===== config.mk =====
export PLATFORM = sky130hd
export DESIGN_NAME = uart_rx_ovs
export DESIGN_NICKNAME = d
export VERILOG_FILES = /design/src/rtl/uart_pkg.sv /design/src/rtl/uart_rx_fifo.sv /design/src/rtl/uart_rx_ovs.sv
export SDC_FILE = /design/constraint.sdc
export NUM_CORES = 1
export LEC_CHECK = 0
export ABC_AREA = 0
export CAP_MARGIN = 5
export CORE_MARGIN = 3
export CORE_UTILIZATION = 45
export DETAILED_ROUTE_END_ITERATION = 12
export GPL_TIMING_DRIVEN = 0
export SETUP_SLACK_MARGIN = 0.5
export SYNTH_ARGS = -nofsm -noshare
export SYNTH_HDL_FRONTEND = slang
export SYNTH_SLANG_ARGS = --single-unit

===== constraint.sdc =====
create_clock -name clk -period 6 [get_ports clk]
set_input_delay 1.2 -clock clk [delete_from_list [all_inputs] [get_ports clk]]
set_output_delay 1.2 -clock clk [all_outputs]
set_load 0.02 [all_outputs]

===== src/rtl/uart_pkg.sv =====
// Shared definitions for the oversampling UART receiver:
// FSM encoding, ratio floor and receive FIFO entry layout.
package uart_pkg;

   typedef enum logic [2:0] {
      ST_IDLE,
      ST_START,
      ST_DATA,
      ST_PARITY,
      ST_STOP,
      ST_BRK_WAIT
   } rx_state_e;

   localparam int MIN_RATIO = 4;

   // flag offsets are relative to the top of the data field
   localparam int OFS_DATA    = 0;
   localparam int OFS_PAR_ERR = 0;
   localparam int OFS_FRM_ERR = 1;
   localparam int OFS_BREAK   = 2;
   localparam int FLAG_BITS   = 3;

endpackage


===== src/rtl/uart_rx_fifo.sv =====
// First-word-fall-through receive FIFO; head reads as zero when empty.
// Push while full succeeds only when a pop frees a slot the same cycle.
module uart_rx_fifo #(
   parameter int  WIDTH = 11,
   parameter int  DEPTH = 8,
   localparam int AW    = $clog2(DEPTH)
) (
   input  logic             clk,
   input  logic             reset_n,
   input  logic             push,
   input  logic [WIDTH-1:0] wdata,
   input  logic             pop,
   output logic [WIDTH-1:0] rdata,
   output logic             full,
   output logic             empty,
   output logic [AW:0]      level
);

   localparam logic [AW:0] FULL_LVL = (AW+1)'(DEPTH);

   logic [WIDTH-1:0] mem [DEPTH];
   logic [AW-1:0]    wptr;
   logic [AW-1:0]    rptr;
   logic             wr;
   logic             rd;

   assign empty = (level == '0);
   assign full  = (level == FULL_LVL);
   assign rd    = pop & ~empty;
   assign wr    = push & (~full | rd);
   assign rdata = empty ? '0 : mem[rptr];

   always_ff @(posedge clk or negedge reset_n) begin
      if (!reset_n) begin
         wptr  <= '0;
         rptr  <= '0;
         level <= '0;
      end else begin
         if (wr) wptr <= wptr + AW'(1);
         if (rd) rptr <= rptr + AW'(1);
         unique case ({wr, rd})
            2'b10:   level <= level + (AW+1)'(1);
            2'b01:   level <= level - (AW+1)'(1);
            default: ;
         endcase
      end
   end

   always_ff @(posedge clk) begin
      if (wr) mem[wptr] <= wdata;
   end

endmodule


===== src/rtl/uart_rx_ovs.sv =====
// UART receiver: 2-flop sync, 3-sample mid-bit majority vote, parity,
// framing and break detection, feeding a FWFT receive FIFO.
module uart_rx_ovs
   import uart_pkg::*;
#(
   parameter int  RATIO_REG_SIZE = 16,
   parameter int  DATA_BITS      = 8,
   parameter int  FIFO_DEPTH     = 8,
   localparam int LW             = $clog2(DATA_BITS+1),
   localparam int AW             = $clog2(FIFO_DEPTH)
) (
   input  logic                      clk,
   input  logic                      reset_n,
   input  logic [RATIO_REG_SIZE-1:0] ratio,
   input  logic                      rx_enb,
   input  logic [LW-1:0]             data_len,
   input  logic                      parity_en,
   input  logic                      parity_odd,
   input  logic                      two_stop,
   input  logic                      UART_RX,
   output logic                      busy,
   output logic                      rx_valid,
   input  logic                      rx_ready,
   output logic [DATA_BITS-1:0]      rx_data,
   output logic                      rx_parity_err,
   output logic                      rx_frame_err,
   output logic                      rx_break,
   output logic                      overrun,
   input  logic                      clr_overrun,
   output logic [AW:0]               fifo_level
);

   localparam int RW = RATIO_REG_SIZE;
   localparam int EW = DATA_BITS + FLAG_BITS;

   rx_state_e            state;
   logic                 rx_m, rx_s;
   logic [RW-1:0]        r_lat, cnt, half;
   logic [LW-1:0]        len_lat, bit_idx;
   logic                 par_en, par_odd, two_lat, stop_idx;
   logic [DATA_BITS-1:0] shreg;
   logic [1:0]           v;
   logic                 par_err, frm_err, all_zero;
   logic                 s0, s1, dec, wrap, maj, brk, last_stop;
   logic                 push, pop, fifo_full, fifo_empty;
   logic [EW-1:0]        entry_d, push_entry, head;

   assign half      = r_lat >> 1;
   assign s0        = (cnt == half - RW'(1));
   assign s1        = (cnt == half);
   assign dec       = (cnt == half + RW'(1));
   assign wrap      = (cnt == r_lat - RW'(1));
   assign maj       = (v[0] & v[1]) | (rx_s & (v[0] | v[1]));
   assign last_stop = (stop_idx == two_lat);
   assign brk       = all_zero & ~maj;

   assign rx_valid      = ~fifo_empty;
   assign pop           = rx_valid & rx_ready;
   assign rx_data       = head[OFS_DATA +: DATA_BITS];
   assign rx_parity_err = head[DATA_BITS + OFS_PAR_ERR];
   assign rx_frame_err  = head[DATA_BITS + OFS_FRM_ERR];
   assign rx_break      = head[DATA_BITS + OFS_BREAK];

   // entry as it would be pushed at the final stop-bit decision
   always_comb begin
      entry_d = '0;
      entry_d[OFS_DATA +: DATA_BITS]     = brk ? '0 : shreg;
      entry_d[DATA_BITS + OFS_PAR_ERR] = par_err & ~brk;
      entry_d[DATA_BITS + OFS_FRM_ERR] = brk | frm_err | ~maj;
      entry_d[DATA_BITS + OFS_BREAK]   = brk;
   end

   always_ff @(posedge clk or negedge reset_n) begin
      if (!reset_n) {rx_m, rx_s} <= 2'b11;
      else          {rx_m, rx_s} <= {UART_RX, rx_m};
   end

   always_ff @(posedge clk or negedge reset_n) begin
      if (!reset_n) begin
         state      <= ST_IDLE;
         busy       <= 1'b0;
         cnt        <= '0;
         r_lat      <= RW'(MIN_RATIO);
         len_lat    <= LW'(DATA_BITS);
         par_en     <= 1'b0;
         par_odd    <= 1'b0;
         two_lat    <= 1'b0;
         bit_idx    <= '0;
         stop_idx   <= 1'b0;
         shreg      <= '0;
         v          <= '0;
         par_err    <= 1'b0;
         frm_err    <= 1'b0;
         all_zero   <= 1'b0;
         push       <= 1'b0;
         push_entry <= '0;
      end else begin
         push <= 1'b0;
         if (state != ST_IDLE && state != ST_BRK_WAIT) begin
            cnt <= wrap ? '0 : cnt + RW'(1);
            if (s0) v[0] <= rx_s;
            if (s1) v[1] <= rx_s;
         end
         unique case (state)
            ST_IDLE: begin
               if (!rx_s && rx_enb) begin
                  state    <= ST_START;
                  busy     <= 1'b1;
                  cnt      <= '0;
                  r_lat    <= (ratio < RW'(MIN_RATIO)) ?
                              RW'(MIN_RATIO) : ratio;
                  len_lat  <= (data_len < LW'(5) ||
                               data_len > LW'(DATA_BITS)) ?
                              LW'(DATA_BITS) : data_len;
                  par_en   <= parity_en;
                  par_odd  <= parity_odd;
                  two_lat  <= two_stop;
                  bit_idx  <= '0;
                  stop_idx <= 1'b0;
                  shreg    <= '0;
                  par_err  <= 1'b0;
                  frm_err  <= 1'b0;
                  all_zero <= 1'b1;
               end
            end
            ST_START: begin
               if (wrap) state <= ST_DATA;
               if (dec && maj) begin
                  state <= ST_IDLE;
                  busy  <= 1'b0;
               end
            end
            ST_DATA: begin
               if (dec) begin
                  shreg <= shreg | (DATA_BITS'(maj) << bit_idx);
                  if (maj) all_zero <= 1'b0;
               end
               if (wrap) begin
                  bit_idx <= bit_idx + LW'(1);
                  if (bit_idx == len_lat - LW'(1))
                     state <= par_en ? ST_PARITY : ST_STOP;
               end
            end
            ST_PARITY: begin
               if (dec) begin
                  par_err <= ((^shreg) ^ maj) != par_odd;
                  if (maj) all_zero <= 1'b0;
               end
               if (wrap) state <= ST_STOP;
            end
            ST_STOP: begin
               if (dec && !last_stop) begin
                  frm_err <= frm_err | ~maj;
                  if (maj) all_zero <= 1'b0;
               end
               if (wrap) stop_idx <= 1'b1;
               // leave mid-bit so a back-to-back start is not missed
               if (dec && last_stop) begin
                  push       <= 1'b1;
                  push_entry <= entry_d;
                  state      <= brk ? ST_BRK_WAIT : ST_IDLE;
                  busy       <= brk;
               end
            end
            ST_BRK_WAIT: begin
               if (rx_s) begin
                  state <= ST_IDLE;
                  busy  <= 1'b0;
               end
            end
            default: state <= ST_IDLE;
         endcase
      end
   end

   always_ff @(posedge clk or negedge reset_n) begin
      if (!reset_n)                     overrun <= 1'b0;
      else if (push && fifo_full && !pop) overrun <= 1'b1;
      else if (clr_overrun)             overrun <= 1'b0;
   end

   uart_rx_fifo #(
      .WIDTH (EW),
      .DEPTH (FIFO_DEPTH)
   ) u_fifo (
      .clk     (clk),
      .reset_n (reset_n),
      .push    (push),
      .wdata   (push_entry),
      .pop     (pop),
      .rdata   (head),
      .full    (fifo_full),
      .empty   (fifo_empty),
      .level   (fifo_level)
   );

endmodule


==> impl_metrics.xml, run 1 <==
<?xml version="1.0" encoding="UTF-8"?>
<metrics>
  <group name="synth">
    <metric name="yosysSeqAreaShare" unit="">0.524</metric>
    <metric name="synth_seq_cells" unit="">174</metric>
    <metric name="synth_ff_type" unit="">edfxtp_1</metric>
    <metric name="postSynthAreaPerCell" unit="sq um">11.0</metric>
    <metric name="ys_top_cells_by_area" unit="">edfxtp_1 (29%), dfrtp_1 (22%), mux4_2 (5.4%), xnor2_1 (5.0%), nand2_1 (3.5%)</metric>
    <metric name="number_of_flops_mapped_to_enable_cells_by_yosys" unit="">88</metric>
    <metric name="synth.largest_area_cell" unit="">edfxtp_1</metric>
    <metric name="fraction_of_registers_with_async_set_or_reset_after_synthesis" unit="">0.494</metric>
    <metric name="synth_cell_type_count" unit="">64</metric>
    <metric name="netlist_instances" unit="">829</metric>
    <metric name="ys_top_cells_by_count" unit="">edfxtp_1 (88), nand2_1 (86), dfrtp_1 (82)</metric>
    <metric name="syn-num-nets" unit="">870</metric>
    <metric name="synth_top_area_share" unit="">0.289</metric>
    <metric name="netlist_area" unit="sq mm">0.00915</metric>
    <metric name="synth_warnings" unit="">0</metric>
    <metric name="cell_with_the_most_instances_after_synthesis" unit="">edfxtp_1</metric>
  </group>
  <group name="clock_tree">
    <metric name="cts.repair.resized" unit="">0</metric>
    <metric name="cts_post_setup_buffers_inserted" unit="">0</metric>
    <metric name="worst_setup_hold_path_clk_slew" unit="ns">0.07</metric>
    <metric name="holdBufCountCts" unit="">0</metric>
    <metric name="tritoncts" unit="">built</metric>
    <metric name="cts_max_path_buffers" unit="">2</metric>
    <metric name="clkSinkCount" unit="">174</metric>
    <metric name="clock_latency" unit="ns">0.43</metric>
    <metric name="cts_root_buffer" unit="">clkbuf_16</metric>
    <metric name="clock_buffers_created_by_tritoncts" unit="">17</metric>
    <metric name="cts_htree_levels" unit="">4</metric>
  </group>
  <group name="job">
    <metric name="max-cap-violations" unit="">0</metric>
  </group>
  <group name="die">
    <metric name="die_w" unit="um">149</metric>
    <metric name="fp.dieH" unit="um">149</metric>
    <metric name="floorplan.die_area" unit="sq mm">0.0221</metric>
    <metric name="initial_core_util" unit="">0.464</metric>
    <metric name="design.core.area" unit="sq mm">0.0197</metric>
    <metric name="rows" unit="">51</metric>
    <metric name="pin_count" unit="">47</metric>
  </group>
  <group name="pwr">
    <metric name="p_sw_frac" unit="">0.320</metric>
    <metric name="cellPowerDensity" unit="mW/mm^2">315</metric>
    <metric name="max-vdd-ir-drop" unit="mV">0.225</metric>
    <metric name="p_clk_frac" unit="">0.331</metric>
    <metric name="p_comb_frac" unit="">0.255</metric>
    <metric name="total_leakage_power" unit="nW">4.22</metric>
    <metric name="power.net_switching" unit="W">0.00107</metric>
    <metric name="share_seq_of_total_power" unit="">0.414</metric>
    <metric name="power.internal" unit="W">0.00227</metric>
  </group>
  <group name="drt">
    <metric name="drt-total-wl" unit="um">22000</metric>
    <metric name="final_antenna_net_count" unit="">0</metric>
    <metric name="drt_drc_violations_left" unit="">0</metric>
    <metric name="drt_first_iter_violations" unit="">572</metric>
    <metric name="vias_per_cell" unit="">5.68</metric>
    <metric name="drtPass1Iterations" unit="">5</metric>
    <metric name="num_vias" unit="">6674</metric>
    <metric name="per_cell_routed_wire_length" unit="um">18.7</metric>
  </group>
  <group name="placement">
    <metric name="finalWeightedCongestion" unit="">0.920</metric>
    <metric name="detailed_place_hpwl" unit="um">16200</metric>
    <metric name="place.port_buffers" unit="">46</metric>
  </group>
  <group name="sta">
    <metric name="clock_skew" unit="ns">0.00897</metric>
    <metric name="final_report_hold_violation_count" unit="">0</metric>
    <metric name="rsz0062_at_grt" unit="">false</metric>
    <metric name="finalMaxSlewViolations" unit="">0</metric>
    <metric name="worstMarginPinSlew" unit="ns">1.30</metric>
    <metric name="final_setup_violations" unit="">0</metric>
    <metric name="fin_crit_sh" unit="">0.750</metric>
    <metric name="period_needed" unit="ns">4.50</metric>
    <metric name="aggregate_negative_setup_slack" unit="ns">0</metric>
    <metric name="clock.fmax" unit="MHz">222</metric>
    <metric name="final.hold.worst_slack" unit="ns">0.358</metric>
    <metric name="slew_headroom" unit="">0.127</metric>
  </group>
  <group name="critical_path">
    <metric name="critical_path.n_buffers_inverters" unit="">3</metric>
    <metric name="worst_ep_required_time" unit="ns">4.80</metric>
    <metric name="cp-end-kind" unit="">output pin</metric>
    <metric name="cpMaxStageDelayCell" unit="">buf_1</metric>
    <metric name="arrival_time_of_the_worst_setup_path" unit="ns">3.30</metric>
    <metric name="worstSetupStartpointType" unit="">register</metric>
    <metric name="cpPeakStageDelay" unit="ns">0.79</metric>
    <metric name="timing.critical_path.max_delay_family" unit="">buffers and inverters</metric>
    <metric name="worstSetupPathType" unit="">register to output pin</metric>
    <metric name="path_cells" unit="">clkbuf_1 -&gt; buf_1 -&gt; mux4_2 -&gt; mux2i_1 -&gt; nor2_1 -&gt; clkdlybuf4s50_1</metric>
    <metric name="crit_path_max_fanout" unit="">10</metric>
  </group>
  <group name="grt">
    <metric name="number_of_antenna_violations_at_the_first_check_in_global_routing" unit="">0</metric>
    <metric name="globalRouteTotalUtil" unit="">0.207</metric>
    <metric name="grt_pass1_vias" unit="">6700</metric>
    <metric name="overflow" unit="">0</metric>
    <metric name="grt_first_pass_wirelength" unit="um">35900</metric>
    <metric name="grt_max_degree" unit="">64</metric>
  </group>
  <group name="layout">
    <metric name="finish.net_count" unit="">938</metric>
    <metric name="syn_to_final_growth" unit="%">15.9</metric>
    <metric name="layout-drive-gt1-share" unit="">0.103</metric>
    <metric name="insertedDiodeCount" unit="">0</metric>
  </group>
  <group name="min_path">
    <metric name="worstHoldPathType" unit="">register to register</metric>
  </group>
  <group name="run_status">
    <metric name="outcome" unit="">complete, no violations</metric>
  </group>
</metrics>
kinds of logic (layout without fill, tap and decap cells):
group	Yosys count	count (layout)	share of synthesized area
flip-flops	174	174	0.524
adder cells (fa/ha/maj)	12	12	0.0172
AO/OA/AOI/OAI	120	120	0.0909
AND/OR/NAND/NOR	302	302	0.168
multiplexers	49	49	0.0842
buffers and inverters	93	174	0.0399
XOR/XNOR	79	79	0.0756
layout make-up:
cell class	count	area, sq um
inverters	39	146
clock inverters	14	170
flip-flops and latches	174	4800
fillers	1715	9110
well taps	265	332
repair buffers	49	508
plain buffers	54	219
multi-input cells	562	4000
clock buffers	18	429
power by group through the flow:
stage	Combinational, W	Sequential (W)	Clock [W]
CTS	0.000854	0.00138	0.00113
detailed placement	0.000850	0.00141	0
floorplan	0.000599	0.00141	0
global route	0.000939	0.00139	0.00118
finish	0.000852	0.00138	0.00111
global placement	0.000828	0.00140	0
per-stage QoR:
| step | total power, W | setup slack [ns] | area (sq um) | util | cells |
|---|---|---|---|---|---|
| global placement | 0.00223 | 0.467 | 9940 | 0.504 | 1140 |
| detailed placement | 0.00226 | 1.85 | 10000 | 0.507 | 1143 |
| floorplan | 0.00201 | 2.87 | 9150 | - | 829 |
| global route | 0.00352 | 1.22 | 10600 | 0.538 | 1175 |
| finish | 0.00334 | 1.50 | 10600 | 0.538 | 1175 |
| CTS | 0.00337 | 1.39 | 10600 | 0.538 | 1175 |
path summary, 6_finish.rpt:
check / start / to / slack [ns] / cells after the start
min: rx_m / rx_s / 0.36 / 0
min reg2reg: rx_m / rx_s / 0.36 / 0
max: u_fifo.rptr[0] / rx_frame_err / 1.50 / 6
max reg2reg: r_lat[2] / state[0] / 2.13 / 11
max in group asynchronous: reset_n / r_lat[2] / 4.60 / 2
min in group asynchronous: reset_n / cnt[10] / 0.69 / 1
per-layer routing:
metal,track usage,share of wire
met5,0,0
met4,0.0568,0.017
met3,0.0402,0.046
met2,0.340,0.49
met1,0.282,0.44
placed cells by master, fill, tap and decap left out, types with 5 or more instances in the layout:
master,n
a211oi_1,7
a21o_1,5
a21oi_1,20
a31oi_1,16
and2_1,7
and3_1,5
buf_1,8
buf_2,7
clkbuf_1,39
clkbuf_16,17
clkdlybuf4s50_1,45
dfrtp_1,82
edfxtp_1,88
ha_1,11
inv_1,39
mux2i_1,23
mux4_2,22
nand2_1,86
nand2b_1,11
nand3_1,23
nand4_1,19
nor2_1,73
nor2b_1,9
nor3_1,13
nor4_1,13
nor4b_1,5
o211ai_1,6
o21ai_0,28
o31ai_1,5
or4_1,7
xnor2_1,52
xor2_1,27
worst register-to-register path, cell delays in order, from the launching register on:
cell and delay [ns]:
dfstp_2 0.55, clkbuf_1 0.36, inv_1 0.15, ha_1 0.32
xnor2_1 0.28, o21ai_0 0.14, a211oi_1 0.32, nor4bb_1 0.48
and4b_1 0.36, a21oi_1 0.15, or4_1 0.53, o22ai_1 0.15
registers in the layout, summed over array words and instances (netlist names), 2 cells and up:
signal        count
shreg             8
bit_idx           4
r_lat            16
u_fifo.rptr       3
u_fifo.wptr       3
u_fifo.level      4
state             3
cnt              16
len_lat           4
push_entry       11
v                 2
u_fifo.mem       88
(Power assumes the default switching activity.)
==> run 2, diff against run 1 <==
==> constraint.sdc (replaced) <==
create_clock -name clk -period 4.4 [get_ports clk]
set_input_delay 0.88 -clock clk [delete_from_list [all_inputs] [get_ports clk]]
set_output_delay 0.88 -clock clk [all_outputs]
set_load 0.02 [all_outputs]
==> impl_metrics.xml, run 2 (synthesized netlist as in run 1, its figures left out) <==
<?xml version="1.0" encoding="UTF-8"?>
<metrics>
  <group name="run_status">
    <metric name="outcome" unit="">complete, no violations</metric>
  </group>
  <group name="drt">
    <metric name="per_cell_routed_wire_length" unit="um">18.7</metric>
    <metric name="drt_first_iter_violations" unit="">574</metric>
    <metric name="drt_drc_violations_left" unit="">0</metric>
    <metric name="final_antenna_net_count" unit="">0</metric>
    <metric name="num_vias" unit="">6672</metric>
    <metric name="vias_per_cell" unit="">5.68</metric>
    <metric name="drtPass1Iterations" unit="">5</metric>
    <metric name="drt-total-wl" unit="um">22000</metric>
  </group>
  <group name="pwr">
    <metric name="p_clk_frac" unit="">0.330</metric>
    <metric name="power.internal" unit="W">0.00310</metric>
    <metric name="p_sw_frac" unit="">0.319</metric>
    <metric name="power.net_switching" unit="W">0.00146</metric>
    <metric name="share_seq_of_total_power" unit="">0.414</metric>
    <metric name="cellPowerDensity" unit="mW/mm^2">429</metric>
    <metric name="max-vdd-ir-drop" unit="mV">0.300</metric>
    <metric name="p_comb_frac" unit="">0.256</metric>
    <metric name="total_leakage_power" unit="nW">4.24</metric>
  </group>
  <group name="critical_path">
    <metric name="worstSetupStartpointType" unit="">register</metric>
    <metric name="reg2reg_to" unit="">state[0]</metric>
    <metric name="path_cells" unit="">clkbuf_1 -&gt; clkbuf_4 -&gt; mux4_2 -&gt; mux2i_1 -&gt; nor2_1 -&gt; clkdlybuf4s50_1</metric>
    <metric name="crit_path_start" unit="">u_fifo.rptr[0]</metric>
    <metric name="cpMaxStageDelayCell" unit="">clkdlybuf4s50_1</metric>
    <metric name="cp-end-kind" unit="">output pin</metric>
    <metric name="cpPeakStageDelay" unit="ns">0.55</metric>
    <metric name="worstSetupPathType" unit="">register to output pin</metric>
    <metric name="reg2reg_from" unit="">r_lat[2]</metric>
    <metric name="worst-r2r-cell-count" unit="">11</metric>
    <metric name="crit_path_max_fanout" unit="">10</metric>
    <metric name="worst_ep_required_time" unit="ns">3.52</metric>
    <metric name="r2r_setup_slack" unit="ns">0.76</metric>
    <metric name="arrival_time_of_the_worst_setup_path" unit="ns">2.82</metric>
  </group>
  <group name="die">
    <metric name="fp.dieH" unit="um">149</metric>
    <metric name="floorplan.die_area" unit="sq mm">0.0221</metric>
    <metric name="rows" unit="">51</metric>
    <metric name="pin_count" unit="">47</metric>
    <metric name="die_w" unit="um">149</metric>
    <metric name="design.core.area" unit="sq mm">0.0197</metric>
    <metric name="initial_core_util" unit="">0.464</metric>
  </group>
  <group name="layout">
    <metric name="layout-drive-gt1-share" unit="">0.110</metric>
    <metric name="max_flop_register" unit="">u_fifo.mem</metric>
    <metric name="layout.cells.most_common_list" unit="">edfxtp_1 (88), nand2_1 (86), dfrtp_1 (82)</metric>
    <metric name="layout_top_registers" unit="">u_fifo.mem: 88 flops, cnt: 16 flops, r_lat: 16 flops</metric>
    <metric name="mostFrequentLayoutCell" unit="">edfxtp_1</metric>
    <metric name="largest_register_ff_count" unit="">88</metric>
    <metric name="finish.net_count" unit="">938</metric>
    <metric name="syn_to_final_growth" unit="%">16.1</metric>
    <metric name="post-route-cell-area" unit="sq mm">0.0106</metric>
    <metric name="insertedDiodeCount" unit="">0</metric>
  </group>
  <group name="sta">
    <metric name="slew_headroom" unit="">0.141</metric>
    <metric name="rsz0062_at_grt" unit="">false</metric>
    <metric name="worstMarginPinSlew" unit="ns">1.28</metric>
    <metric name="final.hold.worst_slack" unit="ns">0.358</metric>
    <metric name="clock_skew" unit="ns">0.00914</metric>
    <metric name="clock.fmax" unit="MHz">270</metric>
    <metric name="finalMaxSlewViolations" unit="">0</metric>
    <metric name="period_needed" unit="ns">3.70</metric>
    <metric name="final_setup_violations" unit="">0</metric>
    <metric name="fin_crit_sh" unit="">0.841</metric>
    <metric name="final_report_hold_violation_count" unit="">0</metric>
  </group>
  <group name="job">
    <metric name="max-cap-violations" unit="">0</metric>
  </group>
  <group name="placement">
    <metric name="detailed_place_hpwl" unit="um">16200</metric>
    <metric name="place.port_buffers" unit="">46</metric>
    <metric name="finalWeightedCongestion" unit="">0.920</metric>
    <metric name="place_area" unit="sq mm">0.0100</metric>
  </group>
  <group name="grt">
    <metric name="globalRouteTotalUtil" unit="">0.207</metric>
    <metric name="number_of_antenna_violations_at_the_first_check_in_global_routing" unit="">0</metric>
    <metric name="overflow" unit="">0</metric>
    <metric name="grt.met1_usage" unit="">0.282</metric>
    <metric name="grt_max_degree" unit="">64</metric>
    <metric name="grt_pass1_vias" unit="">6693</metric>
    <metric name="grt_util_met2" unit="">0.340</metric>
    <metric name="globalRoute.busiestLayer" unit="">met2</metric>
    <metric name="grt_first_pass_wirelength" unit="um">35900</metric>
    <metric name="use_met3" unit="">0.0402</metric>
  </group>
  <group name="clock_tree">
    <metric name="holdBufCountCts" unit="">0</metric>
    <metric name="cts_max_path_buffers" unit="">2</metric>
    <metric name="cts_htree_levels" unit="">4</metric>
    <metric name="clkSinkCount" unit="">174</metric>
    <metric name="clock_buffers_created_by_tritoncts" unit="">17</metric>
    <metric name="cts_root_buffer" unit="">clkbuf_16</metric>
    <metric name="worst_setup_hold_path_clk_slew" unit="ns">0.07</metric>
    <metric name="clock_latency" unit="ns">0.43</metric>
    <metric name="tritoncts" unit="">built</metric>
  </group>
  <group name="min_path">
    <metric name="hold_path_end" unit="">rx_s</metric>
    <metric name="worstHoldPathType" unit="">register to register</metric>
    <metric name="worstHoldPathCells" unit="">0</metric>
    <metric name="hold_path.startpoint" unit="">rx_m</metric>
  </group>
</metrics>
==> run 2: cell count changes in the layout (fill, tap and decap cells not counted), sizes merged <==
| cell | before | now |
|---|---|---|
| buf | 20 | 18 |
| clkbuf | 56 | 58 |
==> run 2: final cells by class <==
class                           instances  area, sq um
Inverter                               39          146
Buffer                                 54          229
Fill cell                            1720         9090
Tap cell                              265          332
Clock buffer                           18          429
Sequential cell                       174         4800
Timing Repair Buffer                   49          508
Clock inverter                         14          170
Multi-Input combinational cell        562         4010
==> run 2: how the worst max path moves through the flow <==
stage	cells past startpoint	to	slack (ns)
5_1_grt	11	state[0]	0.50
2_1_floorplan	11	state[0]	1.34
3_3_place_gp	1	r_lat[10]	-0.81
4_1_cts	6	rx_data[3]	0.50
6_report	6	rx_frame_err	0.70
3_5_place_dp	6	rx_frame_err	0.57
==> run 2: timing repair <==
item                                    CTS  global route
pin swaps                                 0             0
buffers inserted                          0             0
resized for setup                         7             9
endpoints found under the setup margin   11            41
==> run 2: per-layer routing <==
layer / vias up / wire, um
li1: 3155 / -
met1: 3306 / 9860
met2: 181 / 10800
met3: 30 / 969
met4: 0 / 373
met5: - / 0
==> run 2: per-stage QoR <==
step / TNS [ns] / cells / worst slack (ns) / total power [W] / util
3_3_place_gp: -65.50 / 1140 / -0.813 / 0.00304 / 0.504
4_1_cts: 0 / 1175 / 0.502 / 0.00460 / 0.538
2_1_floorplan: 0 / 829 / 1.34 / 0.00274 / -
5_1_grt: 0 / 1175 / 0.500 / 0.00481 / 0.539
6_report: 0 / 1175 / 0.700 / 0.00456 / 0.539
3_5_place_dp: 0 / 1143 / 0.573 / 0.00308 / 0.507
==> run 2: power groups by stage <==
stage	Clock, W	Sequential, W	Combinational, W
finish	0.00151	0.00189	0.00117
global placement	0	0.00192	0.00113
floorplan	0	0.00192	0.000817
CTS	0.00154	0.00189	0.00117
global route	0.00161	0.00190	0.00129
detailed placement	0	0.00192	0.00116
==> run 2: worst max-delay path, delay by kind of cell, from the launching register on <==
kind	cells	cell delay (ns)
multiplexers	2	0.74
buffers and inverters	3	1.23
flip-flops	1	0.35
AND/OR/NAND/NOR	1	0.07
